**src/rtl/dmem_axil_ctrl.sv**
```systemverilog
// AXI4-Lite slave for the single-port data memory: one holding entry per AW/W/AR channel, one access in flight.
// Latency: last AW/W handshake -> mem_en +1 cycle, bvalid +2; AR handshake -> mem_en +1, rvalid +3.
// Backpressure: B/R responses stall the FSM indefinitely; a channel deasserts ready only while its entry is full.
module dmem_axil_ctrl #(
   parameter int ADDR_W = 12,
   parameter int DATA_W = 32,
   localparam int STRB_W = DATA_W / 8
) (
   input  logic              clk,
   input  logic              reset,
   input  logic              awvalid,
   output logic              awready,
   input  logic [ADDR_W-1:0] awaddr,
   input  logic [2:0]        awprot,
   input  logic              wvalid,
   output logic              wready,
   input  logic [DATA_W-1:0] wdata,
   input  logic [STRB_W-1:0] wstrb,
   output logic              bvalid,
   input  logic              bready,
   output logic [1:0]        bresp,
   input  logic              arvalid,
   output logic              arready,
   input  logic [ADDR_W-1:0] araddr,
   input  logic [2:0]        arprot,
   output logic              rvalid,
   input  logic              rready,
   output logic [DATA_W-1:0] rdata,
   output logic [1:0]        rresp,
   output logic              mem_en,
   output logic [STRB_W-1:0] mem_we,
   output logic [ADDR_W-1:0] mem_adr,
   output logic [DATA_W-1:0] mem_wdata,
   input  logic [DATA_W-1:0] mem_rdata
);

   typedef enum logic [2:0] {IDLE, WR, WRESP, RD, RLAT, RRESP} state_t;

   typedef struct packed {
      logic [ADDR_W-1:0] addr;
      logic [DATA_W-1:0] data;
      logic [STRB_W-1:0] strb;
   } req_t;

   localparam logic [1:0] RESP_OKAY   = 2'b00;
   localparam logic [1:0] RESP_SLVERR = 2'b10;
   localparam logic       GNT_RD      = 1'b0;
   localparam logic       GNT_WR      = 1'b1;

   state_t            state, state_nxt;
   logic              aw_full, w_full, ar_full;
   logic [ADDR_W-1:0] awaddr_q, araddr_q;
   logic [DATA_W-1:0] wdata_q;
   logic [STRB_W-1:0] wstrb_q;
   req_t              cur_q;
   logic              last_grant;
   logic              grant_wr, grant_rd;
   logic              cur_misaligned;
   logic [1:0]        bresp_q, rresp_q;
   logic [DATA_W-1:0] rdata_q;
   logic              unused_prot;

   assign unused_prot    = ^{awprot, arprot};
   assign cur_misaligned = (cur_q.addr[1:0] != 2'b00);

   // Readies are forced low while reset is held so every output reads 0 during reset.
   assign awready = !aw_full && !reset;
   assign wready  = !w_full  && !reset;
   assign arready = !ar_full && !reset;
   assign bresp   = bresp_q;
   assign rresp   = rresp_q;
   assign rdata   = rdata_q;

   always_ff @(posedge clk) begin
      if (reset) state <= IDLE;
      else       state <= state_nxt;
   end

   always_comb begin
      state_nxt = state;
      grant_wr  = 1'b0;
      grant_rd  = 1'b0;
      mem_en    = 1'b0;
      mem_we    = '0;
      mem_adr   = '0;
      mem_wdata = '0;
      bvalid    = 1'b0;
      rvalid    = 1'b0;
      case (state)
         IDLE: begin
            // Write wins when it is the only one ready, or on contention when the read went last.
            if (aw_full && w_full && (!ar_full || last_grant == GNT_RD)) begin
               grant_wr  = 1'b1;
               state_nxt = WR;
            end else if (ar_full) begin
               grant_rd  = 1'b1;
               state_nxt = RD;
            end
         end
         WR: begin
            mem_adr   = cur_q.addr;
            mem_wdata = cur_q.data;
            if (!cur_misaligned && cur_q.strb != '0) begin
               mem_en = 1'b1;
               mem_we = cur_q.strb;
            end
            state_nxt = WRESP;
         end
         WRESP: begin
            bvalid = 1'b1;
            if (bready) state_nxt = IDLE;
         end
         RD: begin
            mem_adr   = cur_q.addr;
            mem_en    = !cur_misaligned;
            state_nxt = RLAT;
         end
         RLAT: state_nxt = RRESP;
         RRESP: begin
            rvalid = 1'b1;
            if (rready) state_nxt = IDLE;
         end
         default: state_nxt = IDLE;
      endcase
   end

   always_ff @(posedge clk) begin
      if (reset) begin
         aw_full    <= 1'b0;
         w_full     <= 1'b0;
         ar_full    <= 1'b0;
         awaddr_q   <= '0;
         araddr_q   <= '0;
         wdata_q    <= '0;
         wstrb_q    <= '0;
         cur_q      <= '0;
         last_grant <= GNT_RD;
         bresp_q    <= RESP_OKAY;
         rresp_q    <= RESP_OKAY;
         rdata_q    <= '0;
      end else begin
         if (awvalid && !aw_full) begin
            aw_full  <= 1'b1;
            awaddr_q <= awaddr;
         end else if (grant_wr) begin
            aw_full <= 1'b0;
         end
         if (wvalid && !w_full) begin
            w_full  <= 1'b1;
            wdata_q <= wdata;
            wstrb_q <= wstrb;
         end else if (grant_wr) begin
            w_full <= 1'b0;
         end
         if (arvalid && !ar_full) begin
            ar_full  <= 1'b1;
            araddr_q <= araddr;
         end else if (grant_rd) begin
            ar_full <= 1'b0;
         end

         // The granted request moves to cur_q so its holding entry can refill during execution.
         if (grant_wr) begin
            cur_q.addr <= awaddr_q;
            cur_q.data <= wdata_q;
            cur_q.strb <= wstrb_q;
            if (ar_full) last_grant <= GNT_WR;
         end
         if (grant_rd) begin
            cur_q.addr <= araddr_q;
            cur_q.data <= '0;
            cur_q.strb <= '0;
            if (aw_full && w_full) last_grant <= GNT_RD;
         end

         if (state == WR) bresp_q <= cur_misaligned ? RESP_SLVERR : RESP_OKAY;
         if (state == RD) rresp_q <= cur_misaligned ? RESP_SLVERR : RESP_OKAY;
         if (state == RLAT) rdata_q <= (rresp_q == RESP_SLVERR) ? '0 : mem_rdata;
      end
   end

endmodule

```
**config.mk**
```make
export PLATFORM = sky130hd
export DESIGN_NAME = dmem_axil_ctrl
export DESIGN_NICKNAME = d
export VERILOG_FILES = /design/src/rtl/dmem_axil_ctrl.sv
export SDC_FILE = /design/constraint.sdc
export NUM_CORES = 1
export LEC_CHECK = 0
export CAP_MARGIN = 10
export CORE_MARGIN = 1
export CORE_UTILIZATION = 42
export CTS_CLUSTER_DIAMETER = 100
export DETAILED_ROUTE_END_ITERATION = 8
export PLACE_DENSITY = 0.86
export SYNTH_ARGS = -nofsm -noshare
export SYNTH_HDL_FRONTEND = slang
export SYNTH_SLANG_ARGS = --single-unit
```
**constraint.sdc**
```tcl
create_clock -name clk -period 1.5 [get_ports clk]
set_input_delay 0.15 -clock clk [delete_from_list [all_inputs] [get_ports clk]]
set_output_delay 0.15 -clock clk [all_outputs]
set_load 0.01 [all_outputs]
```
==> results.txt <==
Status -> complete, but fails checks
Failing checks -> negative setup slack
Row cnt -> 43
Max transition margin -> 0.585
Post-DP Area -> 8370 sq um
Clk_skew -> 0.0103 ns
Hold Crit Start -> wdata[19]
Hpwl dp -> 11.7 mm
I/O Buffers -> 186
Yosys warnings -> 0
Max frequency -> 548 MHz
Synth Instances -> 753
Drt drc -> 0
Worst path arrival time -> 1.67 ns
Worst Tran Pin Value -> 0.623 ns
Final setup violation count -> 114
Slew Limit Fails -> 0
Total GRT Usage -> 0.275
RSZ-0062 raised after global routing -> true
Largest net degree at the start of global routing -> 37
HP Class -> primary input to flop
Nets -> 1076
Final min period -> 1.82 ns
RR Startpoint -> state[2]
Vias in the first global route -> 6257
Reg clk slew, reported paths -> 0.06 ns
Fin area -> 10600 sq um
PwrDens -> 1040 nW/um^2
DRT Pass-1 Iters -> 5
Yosys cell types -> 36
Via count -> 6772
Sequential area share after synthesis -> 0.484
Initial Utilization -> 0.437
Tcrit/Tclk final -> 1.22
Leakage -> 0.00396 uW
GPL Wtd Cong -> 0.817
Primary FF master, synth -> dfxtp_1
Antenna Nets Post-Route -> 0
Clk root buf -> clkbuf_16
CP max FO -> 4
WL final -> 23.9 mm
DIE AREA -> 15100 sq um
Initial antenna violation count -> 0
Worst setup margin -> -0.324 ns
DP Cell Count -> 1083
CP Capture Type -> output pin
CTS Buf Count -> 17
Mapped cell area -> 6160 sq um
Htree depth -> 4
Vias per cell -> 5.82
1st-iter DRT viols -> 511
Worst Setup SP -> state[2]
Critical Path RT -> 1.35 ns
Async set-or-reset flop fraction in the synthesized netlist -> 0
First-pass GRT wire length -> 31.6 mm
Deepest clock path buffer count -> 2
Post-synth EDFFs -> 0
Die Span Y -> 123 um
ANT cells -> 0
VDD IR max -> 0.590 mV
CTS sink cnt -> 149
Area Growth Syn to Fin -> 71.9%
Yosys reg bits -> 149
WL/cell -> 20.5 um
TritonCTS clock tree -> built
Mapped Avg Cell Area -> 8.18 sq um
Die Width -> 123 um
Final hold violation count -> 0
I/O pins -> 195
Final std cells w/o fill -> 1164
Grt ovf -> 0
MaxCap Viol Count -> 0
Share of cells above drive strength 1 -> 0.298
Critical path startpoint category -> flop
WS Path Type -> flop to output pin
Core Region -> 14100 sq um
Worst skew pair latency -> 0.42 ns
synth_stat cells, types with 2 or more instances:
| cell | instances | share of area |
|---|---|---|
| a221o_1 | 12 | 0.020 |
| nor2_1 | 7 | 0.0043 |
| nand2b_1 | 15 | 0.015 |
| nand3b_1 | 33 | 0.040 |
| nand4_1 | 36 | 0.037 |
| and3_1 | 4 | 0.0041 |
| dfxtp_1 | 149 | 0.48 |
| clkbuf_1 | 57 | 0.035 |
| a22oi_1 | 2 | 0.0024 |
| or3_1 | 3 | 0.0030 |
| a21oi_1 | 145 | 0.12 |
| nor2b_1 | 4 | 0.0041 |
| buf_4 | 2 | 0.0024 |
| inv_1 | 4 | 0.0024 |
| and2_1 | 46 | 0.047 |
| o31ai_1 | 37 | 0.045 |
| buf_1 | 4 | 0.0024 |
| nand2_1 | 155 | 0.094 |
| nor3b_1 | 4 | 0.0049 |
| o21ai_0 | 3 | 0.0024 |
| buf_2 | 16 | 0.013 |
what timing repair did:
item,CTS,global route
resized for setup,303,171
endpoints found under the setup margin,106,138
hold endpoints to repair,1,0
pin swaps,17,136
setup buffers,20,15
gates cloned,10,13
hold buffers,1,0
power by group:
group          switching (uW)  internal, uW  leakage, uW
clock                    1670          2840     0.000304
sequential                119          4110      0.00121
combinational            1150          1150      0.00244
metal layers:
layer,wire length (um),vias up,global-route usage
li1,-,3054,-
met1,8880,3192,0.317
met2,11600,416,0.463
met3,2110,110,0.0835
met4,1250,0,0.133
met5,0,-,0
layout by cell type (no fill, tap or decap), drive strengths merged, types with 5 or more instances in the layout:
cell type	Yosys	layout
nand2b	15	15
nor2	7	7
and2	46	46
a21oi	145	145
nand3b	33	33
nand4	36	36
clkbuf	57	36
inv	4	5
o31ai	37	37
dlymetal6s2s	0	5
clkdlybuf4s50	0	124
buf	22	133
nand2	155	155
a221o	12	12
dfxtp	149	149
through the flow:
| step | hold WS [ns] | power, uW | TNS, ns | setup WS [ns] | utilization |
|---|---|---|---|---|---|
| after floorplan | 0.266 | 4920 | 0 | 0.00459 | - |
| after global placement | 0.431 | 5560 | -11.72 | -0.217 | 0.594 |
| after detailed placement | 0.438 | 5580 | -15.44 | -0.251 | 0.594 |
| after CTS | 0.264 | 10600 | -15.67 | -0.293 | 0.681 |
| after global routing | 0.285 | 11300 | -25.04 | -0.379 | 0.751 |
| final | 0.281 | 11000 | -19.47 | -0.324 | 0.751 |
worst max-delay path, cell delays in order, from the launching register on:
cell and delay [ns]:
dfxtp_4 0.36, nor3b_4 0.22, buf_6 0.15, buf_12 0.12, buf_16 0.12, and2_4 0.18, buf_6 0.11
area by class of cell:
| type | instances | area (sq um) |
|---|---|---|
| sequential | 149 | 3000 |
| multi-input combinational | 522 | 3650 |
| fill | 929 | 3510 |
| clock inverter | 7 | 116 |
| tap | 180 | 225 |
| timing repair buffer | 277 | 3080 |
| inverter | 4 | 17.5 |
| clock buffer | 25 | 505 |
path summary, 6_finish.rpt:
kind	endpoint	slack [ns]	depth (start not counted)
max reg2reg	cur_q[13]	-0.27	7
min	wdata_q[19]	0.28	3
max	mem_wdata[11]	-0.32	6
min reg2reg	rdata[30]	0.45	2
logic make-up (layout without fill, tap and decap cells):
kind of cell,count (synthesis),count (layout),synth area share
AND/OR/NAND/NOR,314,314,0.263
flip-flops,149,149,0.484
other,1,2,0.000609
AO/OA/AOI/OAI,206,206,0.197
buffers and inverters,83,313,0.0551
state kept, by name (all words and copies together) (netlist names):
signal,flops
bresp,1
rdata,32
cur_q,48
last_grant,1
araddr_q,12
ar_full,1
rresp,1
state,3
w_full,1
awaddr_q,12
aw_full,1
wdata_q,32
wstrb_q,4
(Power assumes the default switching activity.)
